--- config.mk ---
export PLATFORM = sky130hd
export DESIGN_NAME = fabric_config_loader
export DESIGN_NICKNAME = d
export VERILOG_FILES = /design/src/rtl/fabric_config_loader.sv
export SDC_FILE = /design/constraint.sdc
export NUM_CORES = 1
export LEC_CHECK = 0
export BUFFER_PORTS_ARGS = -buffer_cell sky130_fd_sc_hd__buf_2
export CORE_ASPECT_RATIO = 0.75
export CORE_MARGIN = 2
export CORE_UTILIZATION = 40
export CTS_CLUSTER_SIZE = 30
export DETAILED_ROUTE_END_ITERATION = 8
export PLACE_DENSITY = 0.7
export SETUP_SLACK_MARGIN = 0.02
export SYNTH_ARGS = -nofsm -noshare
export SYNTH_HDL_FRONTEND = slang
export SYNTH_SLANG_ARGS = --single-unit
--- constraint.sdc ---
create_clock -name clock -period 3.65 [get_ports clock]
set_input_delay 1.095 -clock clock [delete_from_list [all_inputs] [get_ports clock]]
set_output_delay 1.095 -clock clock [all_outputs]
set_load 0.005 [all_outputs]
--- src/rtl/fabric_config_loader.sv ---
`timescale 1ns/1ps
// ---------------------------------------------------------------------------
// fabric_config_loader
//
// Purpose:
//    Walks the fabric configuration image (switch-box configure words and
//    LUT mem words) out of the config ROM and writes it, word by word, into
//    the fabric config registers over a simple write bus. The fabric is held
//    disabled until the whole image has been written, then enabled.
//
// Ports:
//    clock      system clock, everything happens on the rising edge
//    reset      synchronous, active-high reset (priority over all inputs)
//    start      single-cycle load request, ignored while busy
//    rom_en     ROM read enable, data returns on rom_data the cycle after
//    rom_addr   ROM word address
//    rom_data   ROM read data
//    cfg_we     config write strobe
//    cfg_addr   config word index, decoded downstream to the sb_*/lt_* target
//    cfg_data   config write data
//    cfg_ready  target accepts the write in this cycle
//    busy       load in progress
//    done       image loaded (level)
//    fabric_en  fabric operational enable, only ever high in DONE
//    cfg_err    checksum mismatch (only with CFG_CHECKSUM_EN)
//
// Build option:
//    CFG_CHECKSUM_EN  when defined, a checksum word stored at ROM address
//                     NUM_WORDS (XOR of all image words) is fetched after the
//                     last write and compared against a running XOR of the
//                     words actually written. A mismatch raises cfg_err and
//                     keeps fabric_en low.
// ---------------------------------------------------------------------------
module fabric_config_loader #(
   parameter int NUM_WORDS = 33,
   parameter int DATA_W    = 32,
   parameter int ADDR_W    = 6
) (
   input  logic              clock,
   input  logic              reset,
   input  logic              start,
   output logic              rom_en,
   output logic [ADDR_W-1:0] rom_addr,
   input  logic [DATA_W-1:0] rom_data,
   output logic              cfg_we,
   output logic [ADDR_W-1:0] cfg_addr,
   output logic [DATA_W-1:0] cfg_data,
   input  logic              cfg_ready,
   output logic              busy,
   output logic              done,
`ifdef CFG_CHECKSUM_EN
   output logic              fabric_en,
   output logic              cfg_err
`else
   output logic              fabric_en
`endif
);

   // Index of the final image word; the write of this word ends the sequence.
   localparam logic [ADDR_W-1:0] LAST_IDX = ADDR_W'(NUM_WORDS - 1);

`ifdef CFG_CHECKSUM_EN
   // The checksum sits immediately after the image in the ROM.
   localparam logic [ADDR_W-1:0] CHECK_ADDR = ADDR_W'(NUM_WORDS);
`endif

   typedef enum logic [2:0] {
      IDLE,
      FETCH,
      LATCH,
      WRITE,
`ifdef CFG_CHECKSUM_EN
      DONE,
      CHECK_FETCH,
      CHECK_LATCH,
      CHECK
`else
      DONE
`endif
   } stateT;

   stateT             state;
   stateT             nextState;
   logic [ADDR_W-1:0] idx;
   logic [DATA_W-1:0] dataReg;
   logic              loadStart;
   logic              writeAck;
   logic              lastWord;

`ifdef CFG_CHECKSUM_EN
   logic [DATA_W-1:0] xorAcc;
   logic              cfgErr;
`endif

   // A write retires only on an edge where the strobe is up and the target
   // says ready; the last-word flag decides whether we loop or finish.
   assign writeAck = (state == WRITE) && cfg_ready;
   assign lastWord = (idx == LAST_IDX);

   // State register. Reset is synchronous and wins over everything, so a
   // reset in the middle of a load drops straight back to IDLE and leaves
   // whatever was already written sitting in the targets.
   always_ff @(posedge clock) begin
      if (reset) begin
         state <= IDLE;
      end else begin
         state <= nextState;
      end
   end

   // Next-state and output decode. All outputs are pure functions of the
   // current state (plus idx/data register), so the write bus naturally
   // holds cfg_we/cfg_addr/cfg_data steady for as long as the target stalls
   // us in WRITE. start is only looked at in IDLE and DONE, which is what
   // makes it ignored (not queued) while a load is running.
   always_comb begin
      nextState = state;
      rom_en    = 1'b0;
      rom_addr  = '0;
      cfg_we    = 1'b0;
      cfg_addr  = '0;
      cfg_data  = '0;
      busy      = 1'b1;
      done      = 1'b0;
      fabric_en = 1'b0;
      loadStart = 1'b0;

      case (state)
         IDLE: begin
            busy = 1'b0;
            if (start) begin
               nextState = FETCH;
               loadStart = 1'b1;
            end
         end

         FETCH: begin
            rom_en    = 1'b1;
            rom_addr  = idx;
            nextState = LATCH;
         end

         LATCH: begin
            nextState = WRITE;
         end

         WRITE: begin
            cfg_we   = 1'b1;
            cfg_addr = idx;
            cfg_data = dataReg;
            if (cfg_ready) begin
               if (lastWord) begin
`ifdef CFG_CHECKSUM_EN
                  nextState = CHECK_FETCH;
`else
                  nextState = DONE;
`endif
               end else begin
                  nextState = FETCH;
               end
            end
         end

`ifdef CFG_CHECKSUM_EN
         CHECK_FETCH: begin
            rom_en    = 1'b1;
            rom_addr  = CHECK_ADDR;
            nextState = CHECK_LATCH;
         end

         CHECK_LATCH: begin
            nextState = CHECK;
         end

         CHECK: begin
            nextState = DONE;
         end
`endif

         DONE: begin
            busy = 1'b0;
            done = 1'b1;
`ifdef CFG_CHECKSUM_EN
            fabric_en = ~cfgErr;
`else
            fabric_en = 1'b1;
`endif
            if (start) begin
               nextState = FETCH;
               loadStart = 1'b1;
            end
         end

         default: begin
            busy      = 1'b0;
            nextState = IDLE;
         end
      endcase
   end

   // Word index and data register. idx restarts at zero on every accepted
   // start and advances only when a write retires, and it is never bumped
   // past the last word, so the write bus can never show an out-of-image
   // index. The data register grabs rom_data in the LATCH cycle, which is
   // the cycle the ROM presents the word fetched in FETCH.
   always_ff @(posedge clock) begin
      if (reset) begin
         idx     <= '0;
         dataReg <= '0;
      end else begin
         if (loadStart) begin
            idx <= '0;
         end else if (writeAck && !lastWord) begin
            idx <= idx + ADDR_W'(1);
         end
`ifdef CFG_CHECKSUM_EN
         if ((state == LATCH) || (state == CHECK_LATCH)) begin
            dataReg <= rom_data;
         end
`else
         if (state == LATCH) begin
            dataReg <= rom_data;
         end
`endif
      end
   end

`ifdef CFG_CHECKSUM_EN
   // Running checksum over exactly the words that went out on the write bus,
   // and the sticky error flag. Both clear on an accepted start so a good
   // reload recovers the fabric after a bad image. In CHECK the data
   // register holds the checksum word from the ROM.
   always_ff @(posedge clock) begin
      if (reset) begin
         xorAcc <= '0;
         cfgErr <= 1'b0;
      end else begin
         if (loadStart) begin
            xorAcc <= '0;
            cfgErr <= 1'b0;
         end else begin
            if (writeAck) begin
               xorAcc <= xorAcc ^ dataReg;
            end
            if (state == CHECK) begin
               cfgErr <= (xorAcc != dataReg);
            end
         end
      end
   end

   assign cfg_err = cfgErr;
`endif

endmodule

---- Word-level counts from Yosys, hierarchy flattened ----
Cells that the tools add are included.
cells by class
  bitwise logic cells ..................... 0
  equality and inequality tests ........... 7
  $add $sub $neg .......................... 1
  shift operators ......................... 0
  $mul .................................... 0
  divide/modulo/power cells ............... 0
  reduce and logical (&&, ||, !) cells .... 8
  magnitude comparators ................... 0
  mux-type cells .......................... 13
operator list
  kind                   count
  $mux W32               1
  $mux W6                2
  $pmux W3 S4            1
  $mux W3                3
  $add A6 B1 Y6 const B  1
  $eq A3 B2 Y1 const B   2
  $eq A6 B6 Y1 const B   1
  $mux W1                6
  $reduce_or A2 Y1       2
  $eq A3 B1 Y1 const B   1
  $eq A3 B3 Y1 const B   1
  $logic_not A3 Y1       1
  $reduce_or A3 Y1       1
  $logic_and A1 B1 Y1    2
  $ne A2 B1 Y1 const B   1
  $ne A2 B2 Y1 const B   1
  $reduce_and A2 Y1      1
  $logic_not A1 Y1       1
storage, ports and cells
  bits in latches ......................... 0
  logic and storage cells ................. 32
  flip-flop bits (word level) ............. 41
  RAM bits ................................ 0
  bits in read-only memories .............. 0
  memories ................................ 0

---- Logic depth before layout (Yosys ltp) ----
  depth in word-level cells ............... 4
  mapped depth ............................ 6

---- Worst setup path before layout ----
Ideal clock, no wire load.
  path kind ............................... register to output
  start ................................... register state[0]
  end ..................................... output rom_addr[0]
  path buffers ............................ 1
  slack ................................... 1.455 ns
  data arrival time ....................... 1.100 ns
  stages on the path, launching flop included .. 4
  cells stage by stage .................... dfxtp_1 > buf_2 > nor3b_1 > and2_1
between the ends
  cells in the longest elaborated chain, start to end .. 2
RTL lines
  element                 RTL line  text
  from (decl)             82        stateT state;
  from (signal assigned)  107       state <= nextState;
  $eq A3 B1 Y1            128       case (state)
  $mux W6                 128
  to (decl)               43        output logic [ADDR_W-1:0] rom_addr,
Every way passes these cells.

---- Worst setup path after layout ----
  start ................................... register state[0]
  end ..................................... output cfg_data[6]
between the ends
  cells in the longest elaborated chain, start to end .. 2
RTL lines
  element       RTL line  text
  $eq A3 B2 Y1  128
  $mux W32      128
  to (decl)     47        output logic [DATA_W-1:0] cfg_data,
Every way passes these cells.

==> out/metrics.cfg <==
[detailed_routing]
wire_per_inst_um = 11.30
antenna_left = 0
firstDrtPassIters = 4
vias = 1789
wl_mm = 4.294
viasPerCell = 4.708
drtIter0Drc = 79
drc = 0

[grt]
grt_first_pass_wirelength_mm = 7.155
first_global_vias = 1587
grt_max_degree = 35
grt.overflow.total = 0
grt_usage_pct = 16.46
antenna_found_initial = 0

[yosys]
ys_async_sr_fraction_pct = 0
avgSynthCellArea_sq_um = 7.679
synth_edf_count = 0
synth.cell_area_sq_um = 1904
ys_top_cells_by_area = dfxtp_1, and2_1, nand2_1
ys_ff_latch = 41
synth_top_flop_cell = dfxtp_1
synth_top_cell_area_share_pct = 43.10
syn_inst = 248
yosys-top-cells-count = nand2_1, and2_1, dfxtp_1
yosysMostFrequentCell = nand2_1
yosys.area.top_type = dfxtp_1
syn_nets = 286
synth.distinct_cells = 28
yosys_warnings = 0
synth.yosys.seq_area_share_pct = 43.10

[finish]
fillers = 466
final_nets = 360
area_growth_pct = 27.00
diodes = 0
post-route-util_pct = 53.52
drive_above_1_share_pct = 30.03
multiInputGateArea_sq_um = 985.9
ff_latch_area_sq_um = 820.8

[critical_path]
worstRegToRegCells = 4
arrival_ns = 2.05
path_max_fanout = 22
cp-start-kind = register
crit_path_end_kind = output pin
cp.required_ns = 2.55
worstSetupPathType = register to output pin

[sta]
clock_skew_ns = 0.003858
slew_violations = 0
hold_viol_final = 0
clock.fmax_mhz = 318.0
setup_viol = 0
totalNegativeSetupSlack_ns = 0
min_period_ns = 3.145
slew_headroom_pct = 30.59
period_share_pct = 86.16
tightest_slew_ns = 1.041
rsz0062_at_grt = no

[clock_network]
cts_sinks = 41
cts_buffer_depth = 2
cts_inserted_buffers = 5
clk_pin_slew_ns = 0.08
cts.htree.levels = 2
cts_tree = built
postCtsSetupBuffers = 0
clk_latency_ns = 0.29
holdBufCountCts = 0
clockRootBuffer = clkbuf_8
postCtsResizedCells = 0

[placement]
io_buffers = 84
place_congestion = 0.7963
dp_hpwl_mm = 2.975

[worst_hold_path]
hold_depth = 2
hp-class = register to register

[flow_run]
maxCapViolCount = 0

[floorplan]
rows = 21
dieArea_sq_um = 5334
die_w_um = 83.67
start_util_pct = 42.14
ioPinCount = 85
core_area_sq_um = 4519
die_h_um = 63.76

[status]
status = completed

[power]
pwr_density_cell_nw_per_um2 = 363.3
power_mw = 0.8786
ir_worst_vdd_uv = 204.7
p_leak_nw = 1.124

-- logic make-up (layout without fill, tap and decap cells) --
kind of cell | after synthesis | in the layout | synth area share (%)
adder cells (fa/ha/maj) | 2 | 2 | 1.314
AND/OR/NAND/NOR | 135 | 135 | 36.93
multiplexers | 2 | 2 | 1.051
AO/OA/AOI/OAI | 44 | 44 | 12.15
flip-flops | 41 | 41 | 43.10
buffers and inverters | 24 | 99 | 5.453
-- worst paths after layout --
check | startpoint | endpoint | slack (ns)
setup / recovery | state[0] | cfg_data[6] | 0.51
hold / removal | dataReg[22] | dataReg[22] | 0.45
setup reg to reg | state[0] | state[2] | 1.82
hold reg to reg | dataReg[22] | dataReg[22] | 0.45
-- layout by cell type (no fill, tap or decap), drive strengths merged, types with 3 or more instances in the layout --
| master | count |
|---|---|
| a21oi | 38 |
| o21ai | 3 |
| dfxtp | 41 |
| clkbuf | 5 |
| nand2 | 67 |
| buf | 86 |
| nand3 | 6 |
| and2 | 45 |
| inv | 5 |
-- where the power goes --
group,total (mW),internal (mW),switching [mW]
Combinational,0.105,0.0422,0.0627
Clock,0.288,0.132,0.156
Sequential,0.486,0.471,0.0150
-- critical path, cell delays in order (launching register included) --
cell and delay [ns]:
dfxtp_1 0.55, and3b_1 0.63, buf_4 0.32, and2_1 0.15, buf_2 0.11
-- per-stage QoR --
| step | worst slack (ns) | instance area (sq um) | hold WS [ns] | std cells |
|---|---|---|---|---|
| 6_report | 0.5053 | 2419 | 0.4505 | 380 |
| 5_1_grt | 0.3122 | 2419 | 0.4719 | 380 |
| 4_1_cts | 0.4904 | 2419 | 0.4529 | 380 |
| 3_5_place_dp | 0.8172 | 2332 | 0.4418 | 372 |
| 3_3_place_gp | 0.8826 | 2332 | 0.4374 | 372 |
| 2_1_floorplan | 1.455 | 1904 | 0.4317 | 248 |
-- final cells by class --
| type | count | area share, % |
|---|---|---|
| multi-input cells | 183 | 40.77 |
| clock inverters | 3 | 0.7243 |
| flip-flops and latches | 41 | 33.94 |
| inverters | 5 | 0.7760 |
| clock buffers | 5 | 2.845 |
| repair buffers | 86 | 18.00 |
| well taps | 57 | 2.949 |
-- flip-flops by register name, indices dropped and copies added (netlist names) --
register  flops
dataReg      32
state         3
idx           6
-- routing by layer --
metal | routed length (um) | GRT usage, %
met1 | 2177 | 23.31
met2 | 1792 | 24.40
met3 | 290 | 4.393
met4 | 34 | 5.444
met5 | 0 | 0
Note: power is estimated with default switching activity, not from simulation.
